===== config.mk =====
export PLATFORM = sky130hd
export DESIGN_NAME = riego_ctrl
export DESIGN_NICKNAME = d
export VERILOG_FILES = /design/src/rtl/riego_ctrl.sv
export SDC_FILE = /design/constraint.sdc
export NUM_CORES = 1
export LEC_CHECK = 0
export CELL_PAD_IN_SITES_DETAIL_PLACEMENT = 1
export CELL_PAD_IN_SITES_GLOBAL_PLACEMENT = 1
export CORE_ASPECT_RATIO = 0.75
export CORE_MARGIN = 3
export CORE_UTILIZATION = 35
export DETAILED_ROUTE_END_ITERATION = 16
export GPL_ROUTABILITY_DRIVEN = 0
export MAX_ROUTING_LAYER = met4
export PLACE_DENSITY_LB_ADDON = 0.1
export SETUP_SLACK_MARGIN = 0.02
export SYNTH_ARGS = -nofsm -noshare
export SYNTH_HDL_FRONTEND = slang
export SYNTH_SLANG_ARGS = --single-unit

===== constraint.sdc =====
create_clock -name clk -period 2.38 [get_ports clk]
set_input_delay 0.238 -clock clk [delete_from_list [all_inputs] [get_ports clk]]
set_output_delay 0.238 -clock clk [all_outputs]
set_load 0.02 [all_outputs]

===== src/rtl/riego_ctrl.sv =====
// riego_ctrl: tank-fed irrigation controller with sprinkler/drip runs, forced rest and sensor-fault alarm.
// Ports:
//   clk, rst_n      system clock (rising edge), asynchronous active-low reset
//   h, m, l         tank probes, 1 = water at or above high/medium/low level
//   u               soil humidity, 1 = moist
//   t               temperature, 1 = above threshold
//   clr             alarm acknowledge (level)
//   ve, vs, vg      inlet, sprinkler, drip valve commands (1 = open)
//   alarm           sensor fault indication
//   st              state code for the display decoders
module riego_ctrl #(
  parameter int MIN_ON = 16,
  parameter int MAX_ON = 1024,
  parameter int REST   = 64,
  parameter int CW     = 16
) (
  input  logic       clk,
  input  logic       rst_n,
  input  logic       h,
  input  logic       m,
  input  logic       l,
  input  logic       u,
  input  logic       t,
  input  logic       clr,
  output logic       ve,
  output logic       vs,
  output logic       vg,
  output logic       alarm,
  output logic [2:0] st
);
  typedef enum logic [2:0] {
    IDLE  = 3'b000,
    ASP   = 3'b001,
    GOT   = 3'b010,
    PAUSE = 3'b011,
    ERR   = 3'b100
  } state_t;
  logic [5:0] s1, s2;
  logic hs, ms, ls, us, ts, cs, bad;
  state_t state, nxt;
  logic [CW-1:0] cnt, cnt_n;
  logic ve_n, vs_n, vg_n, alarm_n;
  always_ff @(posedge clk or negedge rst_n)
    if (!rst_n) begin
      s1 <= '0;
      s2 <= '0;
    end else begin
      s1 <= {h, m, l, u, t, clr};
      s2 <= s1;
    end
  assign {hs, ms, ls, us, ts, cs} = s2;
  assign bad = (hs & ~ms) | (ms & ~ls);
  always_ff @(posedge clk or negedge rst_n)
    if (!rst_n) begin
      state <= IDLE;
      cnt   <= '0;
    end else begin
      state <= nxt;
      cnt   <= cnt_n;
    end
  always_comb begin
    nxt = state;
    case (state)
      IDLE:     if (!us && ls) nxt = (ms && !ts) ? ASP : GOT;
      ASP, GOT: if (!ls) nxt = IDLE;
                else if (cnt == CW'(MAX_ON - 1)) nxt = PAUSE;
                else if (us && cnt >= CW'(MIN_ON - 1)) nxt = IDLE;
      PAUSE:    if (cnt == CW'(REST - 1)) nxt = IDLE;
      ERR:      if (cs) nxt = IDLE;
      default:  nxt = IDLE;
    endcase
    if (bad) nxt = ERR;
    // one counter serves both the run and the rest; it restarts on every state change
    cnt_n = (nxt == state && state inside {ASP, GOT, PAUSE}) ? cnt + 1'b1 : '0;
  end
  // outputs are decoded from the next state so they register on the same edge as the state
  always_comb begin
    vs_n    = nxt == ASP;
    vg_n    = nxt == GOT;
    alarm_n = nxt == ERR;
    ve_n    = (nxt == ERR) ? 1'b0 : !ls ? 1'b1 : hs ? 1'b0 : ve;
  end
  always_ff @(posedge clk or negedge rst_n)
    if (!rst_n) begin
      ve    <= 1'b0;
      vs    <= 1'b0;
      vg    <= 1'b0;
      alarm <= 1'b0;
      st    <= 3'b000;
    end else begin
      ve    <= ve_n;
      vs    <= vs_n;
      vg    <= vg_n;
      alarm <= alarm_n;
      st    <= nxt;
    end
endmodule


==> metrics.txt, run 1 <==
# TYPE chip_impl_metric gauge
chip_impl_metric{name="antenna_cells_inserted",unit=""} 0
chip_impl_metric{name="fin_setup_tns",unit="ns"} 0
chip_impl_metric{name="route.detailed.wl_per_inst",unit="um"} 17.0
chip_impl_metric{name="route.antenna.remaining_nets",unit=""} 0
chip_impl_info{name="endpoint_kind",value="flip-flop"} 1
chip_impl_metric{name="powerDensity",unit="nW/um2"} 585
chip_impl_metric{name="synth_seq_cells",unit=""} 35
chip_impl_metric{name="grt_pass1_wl",unit="um"} 6550
chip_impl_metric{name="setup_viol_count_final",unit=""} 0
chip_impl_info{name="layout_commonest_cell",value="sky130_fd_sc_hd__dfrtp_1"} 1
chip_impl_metric{name="yosys_warnings",unit=""} 0
chip_impl_metric{name="yosysSeqAreaShare",unit="%"} 54.7
chip_impl_metric{name="die-area",unit="um2"} 5430
chip_impl_metric{name="min_period",unit="ns"} 2.10
chip_impl_metric{name="floorplan.die.width",unit="um"} 84.1
chip_impl_metric{name="htree_num_levels",unit=""} 2
chip_impl_metric{name="timing.reg2reg.setup_slack",unit="ns"} 0.28
chip_impl_info{name="outcome",value="finished clean"} 1
chip_impl_metric{name="drt_iter0_markers",unit=""} 53
chip_impl_metric{name="vias",unit=""} 1201
chip_impl_metric{name="post_route_cells_drive_above_1_share",unit="%"} 11.4
chip_impl_metric{name="final.fill_count",unit=""} 472
chip_impl_metric{name="detail_route.first_pass.iterations",unit=""} 4
chip_impl_metric{name="route.final.wire_length",unit="um"} 3760
chip_impl_metric{name="drv.max_cap_violation_count",unit=""} 0
chip_impl_metric{name="globalRoute.totalOverflow",unit=""} 0
chip_impl_info{name="min_to",value="s2[4]$_DFF_PN0_"} 1
chip_impl_metric{name="timing.final.crit_share",unit="%"} 88.2
chip_impl_metric{name="edff_count_synth",unit=""} 0
chip_impl_metric{name="start_util",unit="%"} 37.8
chip_impl_metric{name="dp_hpwl",unit="um"} 2660
chip_impl_info{name="rsz_0062_raised_after_global_routing",value="false"} 1
chip_impl_metric{name="worst-path-max-fanout",unit=""} 11
chip_impl_metric{name="number_of_cells_upsized_or_downsized_after_cts",unit=""} 0
chip_impl_metric{name="post_synthesis_cell_area",unit="um2"} 1600
chip_impl_info{name="reg2reg_to",value="cnt[8]$_DFF_PN0_"} 1
chip_impl_metric{name="syn-num-nets",unit=""} 151
chip_impl_metric{name="tritoncts_num_sinks",unit=""} 35
chip_impl_metric{name="cts_buffers",unit=""} 5
chip_impl_metric{name="worst_ep_required_time",unit="ns"} 2.57
chip_impl_metric{name="skew",unit="ns"} 0.00735
chip_impl_info{name="cts_tree",value="yes"} 1
chip_impl_metric{name="timing.hold.worst_path_depth",unit=""} 0
chip_impl_info{name="hp-class",value="reg2reg"} 1
chip_impl_metric{name="count_of_unique_library_cells_instantiated_by_yosys",unit=""} 37
chip_impl_metric{name="path_clk_slew",unit="ns"} 0.07
chip_impl_metric{name="cp_data_arrival_time",unit="ns"} 2.29
chip_impl_metric{name="cts_hold_repair.buffers",unit=""} 0
chip_impl_metric{name="final_net_count",unit=""} 174
chip_impl_info{name="critPathKind",value="reg2reg"} 1
chip_impl_metric{name="vdd_drop_max",unit="mV"} 0.292
chip_impl_metric{name="clk_path_buf_depth",unit=""} 2
chip_impl_metric{name="drc",unit=""} 0
chip_impl_metric{name="max_slew.worst_pin.slew",unit="ns"} 0.561
chip_impl_metric{name="slew_headroom",unit="%"} 62.6
chip_impl_info{name="critical_path.startpoint_type",value="flip-flop"} 1
chip_impl_metric{name="reg2reg_depth",unit=""} 5
chip_impl_metric{name="ys_async_sr_fraction",unit="%"} 100
chip_impl_metric{name="syn_to_layout_area_delta",unit="%"} 20.1
chip_impl_metric{name="number_of_instances_in_the_synthesized_netlist",unit=""} 142
chip_impl_metric{name="timing.fmax",unit="MHz"} 476
chip_impl_metric{name="io-pin-count",unit=""} 15
chip_impl_metric{name="setup_bufs_post_cts",unit=""} 0
chip_impl_info{name="most_frequent_cells_in_the_layout",value="sky130_fd_sc_hd__dfrtp_1 (35), sky130_fd_sc_hd__clkdlybuf4s50_1 (14), sky130_fd_sc_hd__xnor2_1 (12)"} 1
chip_impl_metric{name="post_synth.cell_area_avg",unit="um2"} 11.3
chip_impl_metric{name="clock_insertion_delay_worst_skew",unit="ns"} 0.30
chip_impl_info{name="worst_hold_startpoint",value="s1[4]$_DFF_PN0_"} 1
chip_impl_metric{name="die-height",unit="um"} 64.6
chip_impl_metric{name="power_leakage",unit="nW"} 0.700
chip_impl_metric{name="core.rowCount",unit=""} 20
chip_impl_metric{name="timing_hold_violations_final",unit=""} 0
chip_impl_metric{name="report.final.slew_viol_count",unit=""} 0
chip_impl_info{name="crit-reg2reg-launch",value="cnt[0]$_DFF_PN0_"} 1
chip_impl_metric{name="vias_in_the_first_global_route",unit=""} 1263
chip_impl_metric{name="floorplan.core_area",unit="um2"} 4230
chip_impl_metric{name="global_route.usage.total",unit="%"} 16.0
chip_impl_metric{name="tot_pwr",unit="mW"} 1.12
chip_impl_info{name="cts.root.buffer_cell",value="sky130_fd_sc_hd__clkbuf_8"} 1
chip_impl_metric{name="buffers_added_on_ports",unit=""} 14
chip_impl_metric{name="post_drt_via_cell_ratio",unit=""} 5.43
chip_impl_metric{name="number_of_antenna_violations_at_the_first_check_in_global_routing",unit=""} 0
chip_impl_metric{name="grt_start_max_net_pins",unit=""} 36
chip_impl_info{name="yosys_most_used_dff",value="sky130_fd_sc_hd__dfrtp_1"} 1
[kinds of logic (layout without fill, tap and decap cells)]
group / Yosys count / count (layout) / share of synthesized area, %
xor+xnor: 14 / 14 / 7.66
flops: 35 / 35 / 54.7
fa+ha+maj: 1 / 1 / 0.782
buf+inv: 9 / 33 / 2.74
compound gates: 33 / 33 / 15.9
simple gates: 50 / 50 / 18.1
[per-layer routing]
metal / track usage (%) / up-vias / wire, um
li1: - / 583 / -
met1: 21.3 / 592 / 1930
met2: 22.8 / 17 / 1600
met4: 7.63 / 0 / 68
met5: - / - / 0
met3: 4.07 / 9 / 162
[state kept, by name, summed over array words and instances (netlist names)]
name and cells:
vs 1, vg 1, cnt 16, s1 6
ve 1, alarm 1, st 3, s2 6
[per-stage QoR]
step / hold slack [ns] / utilization [%] / cells / cell area (um2) / setup WS [ns]
after floorplan: -0.0576 / - / 142 / 1600 / 0.424
after global placement: 0.333 / 43.3 / 213 / 1830 / 0.381
after detailed placement: 0.336 / 43.3 / 213 / 1830 / 0.301
after CTS: 0.354 / 45.4 / 221 / 1920 / 0.284
after global routing: 0.358 / 45.4 / 221 / 1920 / 0.135
final: 0.352 / 45.4 / 221 / 1920 / 0.280
[how the worst max path moves through the flow]
stage | startpoint | to | cells after the start
2_1_floorplan | cnt[0]$_DFF_PN0_ | cnt[14]$_DFF_PN0_ | 7
3_3_place_gp | cnt[0]$_DFF_PN0_ | cnt[2]$_DFF_PN0_ | 5
3_5_place_dp | cnt[0]$_DFF_PN0_ | cnt[12]$_DFF_PN0_ | 5
4_1_cts | cnt[0]$_DFF_PN0_ | cnt[12]$_DFF_PN0_ | 5
5_1_grt | cnt[10]$_DFF_PN0_ | cnt[4]$_DFF_PN0_ | 4
6_report | cnt[0]$_DFF_PN0_ | cnt[8]$_DFF_PN0_ | 5
[worst max-delay path, cell delays in order, from the launching register on]
cell and delay (ns):
sky130_fd_sc_hd__dfrtp_1 0.44, sky130_fd_sc_hd__ha_1 0.26, sky130_fd_sc_hd__nand2_1 0.09, sky130_fd_sc_hd__or3_1 0.45
sky130_fd_sc_hd__or2_1 0.43, sky130_fd_sc_hd__a311oi_1 0.33
[layout make-up]
type / instances / area, um2 / area share [%]
Inverter: 4 / 15.0 / 0.781
Clock inverter: 3 / 20.0 / 1.04
Sequential cell: 35 / 876 / 45.6
Clock buffer: 5 / 68.8 / 3.58
Timing Repair Buffer: 21 / 193 / 10.0
Tap cell: 55 / 68.8 / 3.58
Multi-Input combinational cell: 98 / 681 / 35.4
[cell usage after synthesis, types with 4 or more instances]
cell type                  instances  area, um2
sky130_fd_sc_hd__inv_1             4       15.0
sky130_fd_sc_hd__a211oi_1          7       52.6
sky130_fd_sc_hd__nand4_1           4       25.0
sky130_fd_sc_hd__nor2_1            6       22.5
sky130_fd_sc_hd__a311oi_1         10       87.6
sky130_fd_sc_hd__nor2b_1           7       43.8
sky130_fd_sc_hd__dfrtp_1          35        876
sky130_fd_sc_hd__nand3_1           6       30.0
sky130_fd_sc_hd__nand2_1           6       22.5
sky130_fd_sc_hd__nor4_1            9       56.3
sky130_fd_sc_hd__xnor2_1          12        105
[power by group]
group / switching (mW) / internal, mW
Combinational: 0.0405 / 0.0335
Clock: 0.223 / 0.203
Sequential: 0.0121 / 0.612
(Power assumes the default switching activity.)
==> inputs of run 2 (changes only) <==
--- a/config.mk
+++ b/config.mk
@@ -10,6 +10,7 @@
 export CORE_ASPECT_RATIO = 0.75
 export CORE_MARGIN = 3
 export CORE_UTILIZATION = 35
+export CTS_CLUSTER_DIAMETER = 120
 export DETAILED_ROUTE_END_ITERATION = 16
 export GPL_ROUTABILITY_DRIVEN = 0
 export MAX_ROUTING_LAYER = met4
==> results of run 2 <==
Same layout as run 1: the final DEF is identical, and so are final timing and power.
==> inputs of run 3 (changes only) <==
--- a/config.mk
+++ b/config.mk
@@ -19,3 +19,4 @@
 export SYNTH_ARGS = -nofsm -noshare
 export SYNTH_HDL_FRONTEND = slang
 export SYNTH_SLANG_ARGS = --single-unit
+export TNS_END_PERCENT = 100
==> results of run 3 <==
Same layout as run 1: the final DEF is identical, and so are final timing and power.
==> edit 1 (config.mk and constraints of run 1) <==
The parameter `MAX_ON` goes from 1024 to 768.
--- a/src/rtl/riego_ctrl.sv
+++ b/src/rtl/riego_ctrl.sv
@@ -12,3 +12,3 @@
   parameter int MIN_ON = 16,
-  parameter int MAX_ON = 1024,
+  parameter int MAX_ON = 768,
   parameter int REST   = 64,
Function: no difference found for any inputs over 10 cycles, from zero or initial values and one cycle with rst_n low; that may be too few to reach the edited logic, so the function may still have changed.
==> edit 1 against run 1 <==
Count of clock-buffer cells in the layout stayed put; wire length is 14% higher; non-clock buffer count is 14 higher; cell area is 14% higher; power is 13% higher; the flow now finishes with violations (negative setup slack); highest routed layer unchanged; critical endpoint is now cnt[4]$_DFF_PN0_; sequential cell count stayed put; critical path type unchanged; via count is 8.4% higher; synthesized area is 2.0% higher; utilization is 6.3 points higher; setup slack worse by 410 ps.
==> edit 1: results (changes against run 1) <==
* Initial drt markers at 111 (+110%)
* Vias in the first global route at 1,485 (+18%)
* Adder-cell area share of the yosys netlist at 0.00767 (-0.000150)
* Worst slew margin at 0.423 (-0.203)
* Failing checks: negative setup slack
* Ranking of synthesized cells by area: dfrtp_1 (54%), a21oi_1 (5.2%), xnor2_1 (4.3%)
* Post-DP HPWL at 2740 µm (+2.9%)
* Placed insts at 227 (+6.6%)
* CP max FO at 8 (-3)
* Final setup margin at -126 ps (-407 ps)
* Critical Path Slowest Stage Cell: or4_4
* WP data arrival at 2670 ps (+380 ps)
* Top post-synthesis cells by count: dfrtp_1 (35), a21oi_1 (17), nor2_1 (9), xnor2_1 (8)
* Total track usage at 0.183 (+0.0228)
* Layout cells sized above 1 at 0.287 (+0.173)
* Peak per-stage delay on the critical path at 600 ps (+150 ps)
* First-pass GRT wire length at 7670 µm (+17%)
* Seq/Total Area, Yosys at 0.537 (-0.0105)
* Status: complete, but fails checks
* Distinct cell type count after synthesis at 39 (+5.4%)
* Post-Layout Cell Count at 243 (+10%)
* Avg Inst Size Synth at 11.0 µm² (-2.2%)
* Fillers at 468 (-0.85%)
* Final setup viols at 17 (+17)
* Worst VDD drop at 0.000303 V (+3.8%)
-- edit 1: final timing paths --
kind	endpoint	from	slack [ps]	cells after the start
worst max-delay path	cnt[4]$_DFF_PN0_	cnt[13]$_DFF_PN0_	-130	9
worst min-delay path	s2[1]$_DFF_PN0_	s1[1]$_DFF_PN0_	350	0
worst max register to register	cnt[4]$_DFF_PN0_	cnt[13]$_DFF_PN0_	-130	9
worst min register to register	s2[1]$_DFF_PN0_	s1[1]$_DFF_PN0_	350	0
max in group asynchronous	s1[2]$_DFF_PN0_	rst_n	1710	2
min in group asynchronous	st[0]$_DFF_PN0_	rst_n	360	2
-- edit 1: area by class of cell --
type / count / area share
Clock buffer: 5 / 0.0313
Clock inverter: 3 / 0.0216
Inverter: 7 / 0.0119
Multi-Input combinational cell: 103 / 0.369
Sequential cell: 35 / 0.398
Tap cell: 55 / 0.0313
Timing Repair Buffer: 35 / 0.137
-- edit 1: through the flow --
stage | hold slack, ps | worst slack, ps | cell area (µm²) | setup TNS [ps] | power (mW)
final | 353 | -126 | 2200 | -1690 | 1.27
after detailed placement | 338 | -159 | 1920 | -1900 | 0.713
after global placement | 332 | -53.5 | 1920 | -520 | 0.709
after global routing | 371 | -200 | 2200 | -2980 | 1.32
after floorplan | -57.6 | 28.4 | 1630 | 0 | 0.665
after CTS | 356 | -93.2 | 2190 | -992 | 1.28
-- edit 1: cell families (layout without fill, tap and decap cells) --
group / count (synthesis) / count (layout)
XOR/XNOR: 15 / 15
adder cells (fa/ha/maj): 1 / 1
AO/OA/AOI/OAI: 29 / 29
flip-flops: 35 / 35
AND/OR/NAND/NOR: 56 / 58
buffers and inverters: 12 / 50
-- edit 1: report_power, final --
group,switching (mW),internal (mW),total (mW),leakage [nW]
Clock,0.239,0.317,0.556,0.0587
Combinational,0.0473,0.0400,0.0873,0.392
Sequential,0.0112,0.611,0.622,0.454
Total,0.297,0.968,1.27,0.905
-- edit 1: worst register-to-register path: stages, from the launching register on --
cell and delay (ps):
dfrtp_1 390, or4_4 600, nor4_4 330, buf_4 170, a2bb2oi_4 150, a2bb2oi_2 190
buf_4 140, inv_1 120, nand3_4 220, a21oi_2 80
-- edit 1: what timing repair did --
action                                  CTS  global route
endpoints found under the setup margin   17            20
gates resized for setup                  19             2
gates cloned                              2             0
buffers inserted                          6             0
pin swaps                                 9             5
-- edit 1: per-layer routing --
metal	vias up	part of all wire	global-route usage
met1	673	0.50	0.243
li1	612	-	-
met2	15	0.46	0.281
met3	2	0.031	0.0489
met5	-	0	-
met4	0	0.0049	0.0455
==> edit 2 (config.mk and constraints of run 1) <==
Without the edit above. Remove the register `vs`: a continuous assignment takes its place, so the output `vs` follows one clock earlier.
--- a/src/rtl/riego_ctrl.sv
+++ b/src/rtl/riego_ctrl.sv
@@ -85,3 +85,2 @@
       ve    <= 1'b0;
-      vs    <= 1'b0;
       vg    <= 1'b0;
@@ -91,3 +90,2 @@
       ve    <= ve_n;
-      vs    <= vs_n;
       vg    <= vg_n;
@@ -96,2 +94,4 @@
     end
+
+  assign vs = vs_n;
 endmodule
Formal check against the unedited RTL: not equivalent (a bounded check fails within 4 cycles, from zero or initial values and one cycle with rst_n low).
==> edit 2 against run 1 <==
Setup slack got worse by 180 ps; sequential share of layout area fell by 4.7 points; wire length rose by 5.8%; sequential cell count fell by 1; power rose by 19%; cell area rose by 8.4%; hold slack got worse by 9.7 ps; synthesized area fell by 1.6%; highest routed layer unchanged.
==> edit 2: results (changes against run 1) <==
* Status: complete, no violations
* CTS-repair resized insts at 6 (+6)
* Seq/Total Area, Yosys at 0.540 (-0.00719)
* Post-synth EDFFs at 0 (unchanged)
* Ranking of synthesized cells by area: dfrtp_1 (54%), xnor2_1 (6.7%), a311oi_1 (5.6%)
* Placed cell areas at 1940 µm² (+5.6%)
* Metal-1 WL at 2070 µm (+7.0%)
* Final WL at 3980 µm (+5.8%)
* Largest net degree at the start of global routing at 35 (-2.8%)
* Top post-synthesis cells by count: dfrtp_1 (34), xnor2_1 (12), a311oi_1 (10), nor4_1 (9)
* Static Leak at 0.807 nW (+15%)
* Layout cells sized above 1 at 0.220 (+0.105)
* Cell Area, Synth at 1580 µm² (-1.6%)
* WP data arrival at 2450 ps (+160 ps)
* Fillers at 468 (-0.85%)
* Placement Setup Slack at -89.5 ps (-390 ps)
* Worst VDD drop at 0.000311 V (+6.6%)
* Hold crit path type: in -> async
* Gate Count Post-Synth at 141 (-0.70%)
* Initial drt markers at 63 (+19%)
* Setup Skew at 5.62 ps (-1.73 ps)
* Met2 Routed Length at 1720 µm (+7.8%)
* Vias in the first global route at 1,370 (+8.5%)
* Worst r2r path cells at 7 (+2)
* WL met3 at 124 µm (-23%)
* Slew of the pin with the lowest slew margin at 549 ps (-11.4 ps)
* Peak per-stage delay on the critical path at 410 ps (-40 ps)
[edit 2: cell count changes after synthesis, sizes merged]
cell and delta:
dfrtp -1
[edit 2: cells by family (layout without fill, tap and decap cells)]
kind of cell	after synthesis	after routing	share of synthesized area
and+or+nand+nor	50	50	0.184
DFF	34	34	0.540
AOI/OAI and AO/OA	33	33	0.162
buffers and inverters	9	50	0.0278
adders and majority gates	1	1	0.00794
xor gates and xnor gates	14	14	0.0778
[edit 2: final cells by class]
cell class / instances / area share
clock buffers: 5 / 0.0330
flip-flops and latches: 34 / 0.408
well taps: 55 / 0.0330
inverters: 4 / 0.00721
repair buffers: 38 / 0.151
multi-input cells: 98 / 0.334
clock inverters: 3 / 0.0330
[edit 2: worst paths after layout]
path	start	to	slack (ps)
max reg2reg	cnt[0]$_DFF_PN0_	cnt[6]$_DFF_PN0_	100
min	rst_n	s1[0]$_DFF_PN0_	340
min reg2reg	s1[5]$_DFF_PN0_	s2[5]$_DFF_PN0_	350
max	cnt[0]$_DFF_PN0_	cnt[6]$_DFF_PN0_	100
max in group asynchronous	rst_n	cnt[1]$_DFF_PN0_	1730
min in group clk	s1[5]$_DFF_PN0_	s2[5]$_DFF_PN0_	350
[edit 2: metal layers]
layer / GRT usage / up-vias
li1: - / 616
met5: - / -
met1: 0.239 / 636
met2: 0.243 / 17
met3: 0.0374 / 8
met4: 0.0663 / 0
[edit 2: per-stage QoR]
stage           util  setup TNS [ps]  total power [mW]
2_1_floorplan      -               0             0.644
4_1_cts        0.496               0              1.35
5_1_grt        0.499               0              1.39
3_5_place_dp   0.463           -89.5             0.694
3_3_place_gp   0.463           -5.51             0.692
6_report       0.499               0              1.34
[edit 2: power by group through the flow]
stage | combinational (mW) | clock (mW) | sequential (mW)
3_3_place_gp | 0.0768 | 0 | 0.615
6_report | 0.0773 | 0.655 | 0.604
4_1_cts | 0.0781 | 0.669 | 0.604
5_1_grt | 0.0860 | 0.697 | 0.607
2_1_floorplan | 0.0219 | 0 | 0.623
3_5_place_dp | 0.0781 | 0 | 0.616
